==> src/rtl/pipe_pkg.sv <==
// Shared pipeline constants: load/store encodings, MA state encoding, register index width.
package pipe_pkg;

  localparam int REG_IDX_W = 5;

  localparam logic [1:0] RW_NONE  = 2'd0;
  localparam logic [1:0] RW_LOAD  = 2'd1;
  localparam logic [1:0] RW_STORE = 2'd2;

  localparam logic [1:0] LEN_BYTE = 2'd0;
  localparam logic [1:0] LEN_HALF = 2'd1;
  localparam logic [1:0] LEN_WORD = 2'd2;

  localparam logic [1:0] MA_IDLE = 2'd0;
  localparam logic [1:0] MA_MEM  = 2'd1;
  localparam logic [1:0] MA_HOLD = 2'd2;

  typedef struct packed {
    logic [1:0]           rw;
    logic [1:0]           len;
    logic                 uns;
    logic                 wb_e;
    logic [REG_IDX_W-1:0] wb_idx;
  } ma_ctl_t;

  // Reserved length 3 behaves as a word.
  function automatic logic misaligned(input logic [1:0] len, input logic [1:0] off);
    case (len)
      LEN_BYTE: misaligned = 1'b0;
      LEN_HALF: misaligned = off[0];
      default:  misaligned = (off != 2'b00);
    endcase
  endfunction

endpackage

==> src/rtl/pipe_ma_lane.sv <==
// Byte-lane logic for the MA stage: store byte enables / replicated write data,
// and load lane extraction with sign or zero extension.
module ma_lane
  import pipe_pkg::*;
(
  input  logic [1:0]  len_i,
  input  logic [1:0]  off_i,
  input  logic        uns_i,
  input  logic [31:0] st_data_i,
  input  logic [31:0] ld_word_i,
  output logic [3:0]  be_o,
  output logic [31:0] wdata_o,
  output logic [31:0] ld_val_o
);

  logic [7:0]  byte_sel;
  logic [15:0] half_sel;

  always_comb begin
    be_o     = 4'hF;
    wdata_o  = st_data_i;
    ld_val_o = ld_word_i;
    byte_sel = ld_word_i[{off_i, 3'b000} +: 8];
    half_sel = off_i[1] ? ld_word_i[31:16] : ld_word_i[15:0];
    case (len_i)
      LEN_BYTE: begin
        be_o     = 4'b0001 << off_i;
        wdata_o  = {4{st_data_i[7:0]}};
        ld_val_o = {{24{~uns_i & byte_sel[7]}}, byte_sel};
      end
      // off[0] is ignored here, so an unchecked half at off=1 acts like off=0
      LEN_HALF: begin
        be_o     = off_i[1] ? 4'b1100 : 4'b0011;
        wdata_o  = {2{st_data_i[15:0]}};
        ld_val_o = {{16{~uns_i & half_sel[15]}}, half_sel};
      end
      default: begin
        be_o     = 4'hF;
        wdata_o  = st_data_i;
        ld_val_o = ld_word_i;
      end
    endcase
  end

endmodule

==> src/rtl/pipe_ma.sv <==
// Memory-access pipeline stage: one req/ack memory transaction per instruction,
// result held for WB. Optional misalignment trap enabled by MA_MISALIGN_CHK_EN.
module pipe_ma
  import pipe_pkg::*;
#(
  parameter int REG_SZ = 32,
  parameter int ADDR_W = 32
) (
  input  logic                 clk,
  input  logic                 rst,
  input  logic                 in_valid,
  output logic                 in_ready,
  input  logic [REG_SZ-1:0]    ex_ans,
  input  logic [REG_SZ-1:0]    ex_dout,
  input  logic [1:0]           rw_e,
  input  logic [1:0]           rw_len,
  input  logic                 ld_uns,
  input  logic                 wb_e_in,
  input  logic [REG_IDX_W-1:0] wb_idx_in,
  output logic                 mem_req,
  output logic                 mem_we,
  output logic [ADDR_W-1:0]    mem_addr,
  output logic [REG_SZ-1:0]    mem_wdata,
  output logic [3:0]           mem_be,
  input  logic                 mem_ack,
  input  logic [REG_SZ-1:0]    mem_rdata,
  output logic                 wb_valid,
  input  logic                 wb_ready,
  output logic                 wb_e_out,
  output logic [REG_IDX_W-1:0] wb_idx_out,
  output logic [REG_SZ-1:0]    wb_val,
  output logic [REG_IDX_W-1:0] MA_fwd_idx,
  output logic [REG_SZ-1:0]    MA_fwd_val,
  output logic                 misalign
);

  logic [1:0]        state_q, state_d;
  ma_ctl_t           ctl_q, ctl_d;
  logic [ADDR_W-1:0] addr_q, addr_d;
  logic [REG_SZ-1:0] dout_q, dout_d;
  logic [REG_SZ-1:0] wb_val_q, wb_val_d;

  logic              acc_ls;
  logic              acc_mis;
  logic              acc_mem;
  logic [3:0]        lane_be;
  logic [REG_SZ-1:0] lane_wdata;
  logic [REG_SZ-1:0] lane_ld;

  assign acc_ls = (rw_e == RW_LOAD) || (rw_e == RW_STORE);

`ifdef MA_MISALIGN_CHK_EN
  assign acc_mis = acc_ls && misaligned(rw_len, ex_ans[1:0]);
`else
  assign acc_mis = 1'b0;
`endif

  assign acc_mem = acc_ls && !acc_mis;

  ma_lane u_lane (
    .len_i     (ctl_q.len),
    .off_i     (addr_q[1:0]),
    .uns_i     (ctl_q.uns),
    .st_data_i (dout_q),
    .ld_word_i (mem_rdata),
    .be_o      (lane_be),
    .wdata_o   (lane_wdata),
    .ld_val_o  (lane_ld)
  );

  always_comb begin
    state_d  = state_q;
    ctl_d    = ctl_q;
    addr_d   = addr_q;
    dout_d   = dout_q;
    wb_val_d = wb_val_q;
    case (state_q)
      MA_IDLE: begin
        if (in_valid) begin
          ctl_d.rw     = rw_e;
          ctl_d.len    = rw_len;
          ctl_d.uns    = ld_uns;
          ctl_d.wb_e   = wb_e_in && !acc_mis && (rw_e != RW_STORE);
          ctl_d.wb_idx = wb_idx_in;
          addr_d       = ex_ans[ADDR_W-1:0];
          dout_d       = ex_dout;
          wb_val_d     = ex_ans;
          state_d      = acc_mem ? MA_MEM : MA_HOLD;
        end
      end
      MA_MEM: begin
        if (mem_ack) begin
          if (ctl_q.rw == RW_LOAD) wb_val_d = lane_ld;
          state_d = MA_HOLD;
        end
      end
      MA_HOLD: begin
        if (wb_ready) state_d = MA_IDLE;
      end
      default: state_d = MA_IDLE;
    endcase
  end

  always_ff @(posedge clk or posedge rst) begin
    if (rst) begin
      state_q  <= MA_IDLE;
      ctl_q    <= '0;
      addr_q   <= '0;
      dout_q   <= '0;
      wb_val_q <= '0;
    end else begin
      state_q  <= state_d;
      ctl_q    <= ctl_d;
      addr_q   <= addr_d;
      dout_q   <= dout_d;
      wb_val_q <= wb_val_d;
    end
  end

  // Memory-side outputs are gated to zero outside MEM so an abandoned request leaves nothing behind.
  assign in_ready   = (state_q == MA_IDLE);
  assign mem_req    = (state_q == MA_MEM);
  assign mem_we     = mem_req && (ctl_q.rw == RW_STORE);
  assign mem_addr   = mem_req ? {addr_q[ADDR_W-1:2], 2'b00} : '0;
  assign mem_be     = mem_req ? lane_be : 4'h0;
  assign mem_wdata  = mem_we ? lane_wdata : '0;

  assign wb_valid   = (state_q == MA_HOLD);
  assign wb_e_out   = ctl_q.wb_e;
  assign wb_idx_out = ctl_q.wb_idx;
  assign wb_val     = wb_val_q;

  assign MA_fwd_idx = (wb_valid && wb_e_out) ? wb_idx_out : '0;
  assign MA_fwd_val = wb_val_q;

`ifdef MA_MISALIGN_CHK_EN
  assign misalign = in_ready && in_valid && acc_mis;
`else
  assign misalign = 1'b0;
`endif

endmodule

==> config.mk <==
export PLATFORM = sky130hd
export DESIGN_NAME = pipe_ma
export DESIGN_NICKNAME = d
export VERILOG_FILES = /design/src/rtl/pipe_pkg.sv /design/src/rtl/pipe_ma_lane.sv /design/src/rtl/pipe_ma.sv
export SDC_FILE = /design/constraint.sdc
export NUM_CORES = 1
export LEC_CHECK = 0
export BUFFER_PORTS_ARGS = -buffer_cell sky130_fd_sc_hd__buf_2
export CORE_MARGIN = 2
export CORE_UTILIZATION = 45
export CTS_CLUSTER_DIAMETER = 60
export DETAILED_ROUTE_END_ITERATION = 12
export PLACE_DENSITY = 0.78
export SYNTH_ARGS = -nofsm -noshare
export SYNTH_HDL_FRONTEND = slang
export SYNTH_HIERARCHICAL = 1
export SYNTH_SLANG_ARGS = --single-unit
==> constraint.sdc <==
create_clock -name clk -period 4.7 [get_ports clk]
set_input_delay 0.94 -clock clk [delete_from_list [all_inputs] [get_ports clk]]
set_output_delay 0.94 -clock clk [all_outputs]
set_load 0.005 [all_outputs]
==> results_dict.tcl, run 1 <==
set metrics [dict create \
    max_freq_mhz 299.8 \
    grt_antenna_before_repair 3 \
    crit_chain "or2_1 -> buf_4 -> mux2_2 -> and2_1 -> buf_2" \
    critical_path.max_stage_delay_ns 0.85 \
    regToRegSetupSlack_ns 2.40 \
    hold_buffers 0 \
    grt_pass1_wl_um 29950 \
    viasPerCell 5.147 \
    areaGrowthSynthToFinish_pct 17.77 \
    crit_family "flip-flops" \
    final_core_util 0.5414 \
    cts.sinks 109 \
    cp.arrival_ns 2.40 \
    path_clk_slew_ns 0.08 \
    crit_path_max_fanout 32 \
    crit_required_ns 3.76 \
    path_class "register to output port" \
    drc 0 \
    maxCapViolCount 0 \
    first_pass_iters 5 \
    cp-startpoint "ctl_q[7]$_DFFE_PP0P_" \
    ios 260 \
    rows 44 \
    power_density_nw_per_um2 600.2 \
    root_buffer "clkbuf_16" \
    finalWeightedCongestion 0.8751 \
    critical_path_buf_inv_count 2 \
    avgSynthCellArea_sq_um 8.666 \
    synth-edff-count 0 \
    grt_use_total 0.2375 \
    grt_pass1_vias 5426 \
    rr_startpoint "addr_q[1]$_DFFE_PP0P_" \
    clk_path_buf_depth 2 \
    die_y_um 125.9 \
    tns_ns 0 \
    ys_types 43 \
    worstSkewPairLatency_ns 0.35 \
    htree_levels 3 \
    drv_slew 0 \
    tightestPinTransition_ns 1.129 \
    outcome "finished, final reports clean" \
    syn_inst 771 \
    slowest_stage "dfrtp_1" \
    vdd_drop_max_mv 0.3475 \
    drive_gt1_frac 0.3393 \
    initial_core_util 0.4597 \
    cp-end-kind "output port" \
    layout_common_cells "256 x buf_2, 240 x nand2_1, 108 x dfrtp_1, 68 x and2_1, 27 x nor2_1" \
    dpl.cell_count 1114 \
    finalWirelength_um 19120 \
    drt-wirelength-per-cell_um 16.88 \
    final_common_cell "buf_2" \
    whs_ns 0.4666 \
    core_area_sq_um 14530 \
    synthesis.area_sq_um 6681 \
    ant_nets 0 \
    drt-initial-drc-count 410 \
    numPortBuffers 256 \
    ys_warn_count 6 \
    dp_hpwl_um 13690 \
    start_kind "register" \
    yosysSeqAreaShare 0.4082 \
    finalCritPeriodShare 0.7097 \
    instances_no_fill 1133 \
    clock_skew_ns 0.01055 \
    synthArstFlopShare 1.000 \
    die_area_sq_um 15840 \
    hold_violations 0 \
    holdCritPathClass "register to register" \
    num-nets-final 1054 \
    min_period_ns 3.336 \
    grt_start_max_net_pins 90 \
    leakage_nw 4.178 \
    cts_tree "done" \
    finalSetupViolCount 0 \
    hp-start "addr_q[13]$_DFFE_PP0P_" \
    grt_setup_unrepaired "false" \
    cts_setup_buffers 0 \
    die_x_um 125.9 \
    numCtsBuffers 9 \
    grt_overflow 0 \
    synth_seq_cells 109 \
    synth_flop_cell "dfrtp_1" \
    ctsResizeCount 0 \
    relSlewSlack 0.2474 \
    dr_total_vias 5831 \
]
metal layers:
metal,track usage,wire (um),vias up
li1,-,-,2835
met5,0,0,-
met3,0.04545,1264,33
met1,0.3273,8297,2737
met4,0.08727,482,0
met2,0.3752,9079,226
power breakdown:
part	leakage [nW]	internal (W)	switching (W)
logic	2.74	0.000995	0.00114
clock network	0.141	0.000419	0.000360
registers	1.30	0.00137	0.000433
total	4.18	0.00279	0.00193
stage by stage:
| step | power [W] | worst slack (ns) | cell area [sq um] |
|---|---|---|---|
| after global routing | 0.005081 | 1.244 | 7864 |
| after detailed placement | 0.003959 | 1.731 | 7562 |
| after global placement | 0.003900 | 1.788 | 7562 |
| after CTS | 0.004750 | 1.335 | 7861 |
| after floorplan | 0.003467 | 0.8861 | 6689 |
| final | 0.004723 | 1.364 | 7869 |
final timing paths:
kind | depth (start not counted) | to
worst min register to register | 2 | addr_q[13]$_DFFE_PP0P_
min in group asynchronous | 2 | dout_q[16]$_DFFE_PP0P_
max in group asynchronous | 3 | MA_fwd_val[25]$_DFFE_PP0P_
worst min-delay path | 2 | addr_q[13]$_DFFE_PP0P_
worst max register to register | 5 | MA_fwd_val[3]$_DFFE_PP0P_
worst max-delay path | 5 | mem_wdata[10]
tightest hold or removal path: stages (launching register included):
cell and delay (ns):
dfrtp_1 0.34, nand2_1 0.05, nand2_1 0.05
flip-flops by register name (all words and copies together), names as in the netlist:
| register | flops |
|---|---|
| state_q | 2 |
| wb_e_out | 1 |
| MA_fwd_val | 32 |
| dout_q | 32 |
| addr_q | 32 |
| wb_idx_out | 5 |
| ctl_q | 5 |
cells in the mapped netlist (2+ instances only):
| library cell | number | area share |
|---|---|---|
| a211oi_1 | 20 | 0.022 |
| a211oi_2 | 10 | 0.019 |
| a221o_1 | 7 | 0.010 |
| a22oi_1 | 8 | 0.0090 |
| and2_1 | 68 | 0.064 |
| and3_1 | 6 | 0.0056 |
| buf_2 | 28 | 0.021 |
| buf_4 | 49 | 0.055 |
| buf_6 | 10 | 0.017 |
| clkbuf_1 | 18 | 0.010 |
| dfrtp_1 | 109 | 0.41 |
| inv_1 | 21 | 0.012 |
| mux2_2 | 12 | 0.020 |
| mux2_4 | 8 | 0.018 |
| mux2i_1 | 16 | 0.024 |
| nand2_1 | 240 | 0.13 |
| nand2b_1 | 17 | 0.016 |
| nor2_1 | 27 | 0.015 |
| nor2b_1 | 22 | 0.021 |
| o21ai_0 | 11 | 0.0082 |
| o21bai_1 | 3 | 0.0034 |
| o221a_1 | 17 | 0.029 |
| o221ai_1 | 8 | 0.010 |
| o22ai_1 | 16 | 0.015 |
| or3b_1 | 2 | 0.0026 |
logic make-up (layout without fill, tap and decap cells):
logic type | count (synthesis) | in the layout | share of synthesized area
compound gates | 106 | 106 | 0.1376
simple gates | 390 | 390 | 0.2719
buf+inv | 128 | 301 | 0.1176
other cells | 1 | 6 | 0.0005613
flops | 109 | 109 | 0.4082
mux | 36 | 36 | 0.06217
fa+ha+maj | 1 | 1 | 0.001872
area by class of cell:
cell class | instances | area [sq um]
Clock buffer | 10 | 229.0
Tap cell | 184 | 230.2
Inverter | 21 | 81.33
Antenna cell | 3 | 7.507
Sequential cell | 109 | 2729
Clock inverter | 6 | 70.07
Fill cell | 1376 | 6665
Timing Repair Buffer | 264 | 1341
Multi-Input combinational cell | 536 | 3181
Power figures use the tool's default switching activity.
==> inputs of run 2 (changes only) <==
==> constraint.sdc (replaced) <==
create_clock -name clk -period 3.1 [get_ports clk]
set_input_delay 0.62 -clock clk [delete_from_list [all_inputs] [get_ports clk]]
set_output_delay 0.62 -clock clk [all_outputs]
set_load 0.005 [all_outputs]
==> run 2 against run 1 <==
- non-clock buffer count increased by 6
- core utilization increased by 0.18 points
- combinational power rose by 56%
- design area increased by 0.33%
- largest cell class unchanged
- first-iteration DRC count is 1.2% lower
==> results_dict.tcl, run 2 (synthesis gave the netlist of run 1 again) <==
set metrics [dict create \
    grt_pass1_wl_um 30190 \
    relSlewSlack 0.4513 \
    areaGrowthSynthToFinish_pct 18.16 \
    rows 44 \
    hold_buffers 0 \
    finalCritPeriodShare 0.8617 \
    holdCritPathClass "primary input to async pin" \
    clock_skew_ns 0.006743 \
    tightestPinTransition_ns 0.8230 \
    initial_core_util 0.4597 \
    crit_family "flip-flops" \
    first_pass_iters 5 \
    viasPerCell 5.246 \
    die_y_um 125.9 \
    final_common_cell "buf_2" \
    dp_hpwl_um 14160 \
    path_clk_slew_ns 0.07 \
    numCtsBuffers 9 \
    finalWirelength_um 19190 \
    drt-wirelength-per-cell_um 16.89 \
    cp.arrival_ns 2.05 \
    cp-end-kind "output port" \
    num-nets-final 1060 \
    numPortBuffers 256 \
    worstSkewPairLatency_ns 0.36 \
    cts.sinks 109 \
    grt_start_max_net_pins 65 \
    power_density_nw_per_um2 901.2 \
    grt_pass1_vias 5616 \
    cts_tree "done" \
    leakage_nw 4.205 \
    drv_slew 0 \
    finalWeightedCongestion 0.8695 \
    grt_overflow 0 \
    max_freq_mhz 374.4 \
    dpl.cell_count 1120 \
    die_x_um 125.9 \
    die_area_sq_um 15840 \
    drc 0 \
    crit_required_ns 2.48 \
    crit_path_max_fanout 16 \
    start_kind "register" \
    clk_path_buf_depth 2 \
    ios 260 \
    core_area_sq_um 14530 \
    slowest_stage "dfrtp_1" \
    grt_use_total 0.2387 \
    hold_violations 0 \
    p_total_w 0.007115 \
    fill_cells 1379 \
    diodes 0 \
    crit_chain "inv_1 -> o21bai_1 -> and2_1 -> buf_2" \
    instances_no_fill 1136 \
    path_class "register to output port" \
    critical_path_buf_inv_count 2 \
    drt-initial-drc-count 405 \
    outcome "finished, final reports clean" \
    grt_antenna_before_repair 0 \
    grt_setup_unrepaired "false" \
    maxCapViolCount 0 \
    critical_path.max_stage_delay_ns 0.77 \
    dr_total_vias 5960 \
    layout_common_cells "256 x buf_2, 240 x nand2_1, 108 x dfrtp_1, 68 x and2_1, 27 x nor2_1" \
    htree_levels 3 \
    vdd_drop_max_mv 0.4218 \
    ant_nets 0 \
    cts_setup_buffers 0 \
    regToRegSetupSlack_ns 0.82 \
    root_buffer "clkbuf_16" \
    drive_gt1_frac 0.3435 \
    tns_ns 0 \
    ctsResizeCount 0 \
    min_period_ns 2.671 \
    finalSetupViolCount 0 \
]
run 2: changes by cell type in the layout (fill, tap and decap cells not counted), sizes merged:
cell	delta
buf	+6
diode	-3
clkinv	+2
bufinv	-1
clkinvlp	-1
run 2: through the flow:
step                cell area, sq um  worst slack, ns  hold WS [ns]    util
floorplan                       6693            1.088        0.4374       -
global placement                7621           0.8682        0.4487  0.5244
detailed placement              7621           0.8036        0.4541  0.5244
CTS                             7895           0.4209        0.4417  0.5432
global route                    7895           0.3040        0.4524  0.5432
finish                          7895           0.4288        0.4443  0.5432
run 2: metal layers:
metal / global-route usage / vias up / part of all wire
met3: 0.04928 / 38 / 0.068
li1: - / 2834 / -
met5: 0 / - / 0
met2: 0.3851 / 246 / 0.47
met4: 0.07563 / 0 / 0.027
met1: 0.3251 / 2842 / 0.43
run 2: final cells by class:
class / count / area (sq um) / area share
clock inverters: 6 / 45.04 / 0.005705
multi-input cells: 536 / 3181 / 0.4029
flip-flops and latches: 109 / 2729 / 0.3456
inverters: 21 / 82.58 / 0.01046
clock buffers: 10 / 229.0 / 0.02900
repair buffers: 270 / 1399 / 0.1772
well taps: 184 / 230.2 / 0.02916
run 2: worst reg2reg max path, delay by kind of cell (launching register included):
kind / cells / cell delay, ns
buf+inv: 2 / 0.47
compound gates: 2 / 0.43
simple gates: 1 / 0.53
flops: 1 / 0.77
run 2: final timing paths:
kind / depth (start not counted) / startpoint / to
max reg2reg: 5 / addr_q[1]$_DFFE_PP0P_ / MA_fwd_val[5]$_DFFE_PP0P_
max in group asynchronous: 3 / rst / ctl_q[8]$_DFFE_PP0P_
min: 3 / rst / addr_q[4]$_DFFE_PP0P_
min reg2reg: 2 / addr_q[6]$_DFFE_PP0P_ / addr_q[6]$_DFFE_PP0P_
max: 4 / addr_q[1]$_DFFE_PP0P_ / mem_be[2]
min in group clk: 3 / ex_dout[20] / dout_q[20]$_DFFE_PP0P_
run 2: power breakdown:
part           switching (W)  total (W)  internal, W
clock network       0.000545    0.00110     0.000554
registers           0.000599    0.00268      0.00209
logic                0.00179    0.00333      0.00155
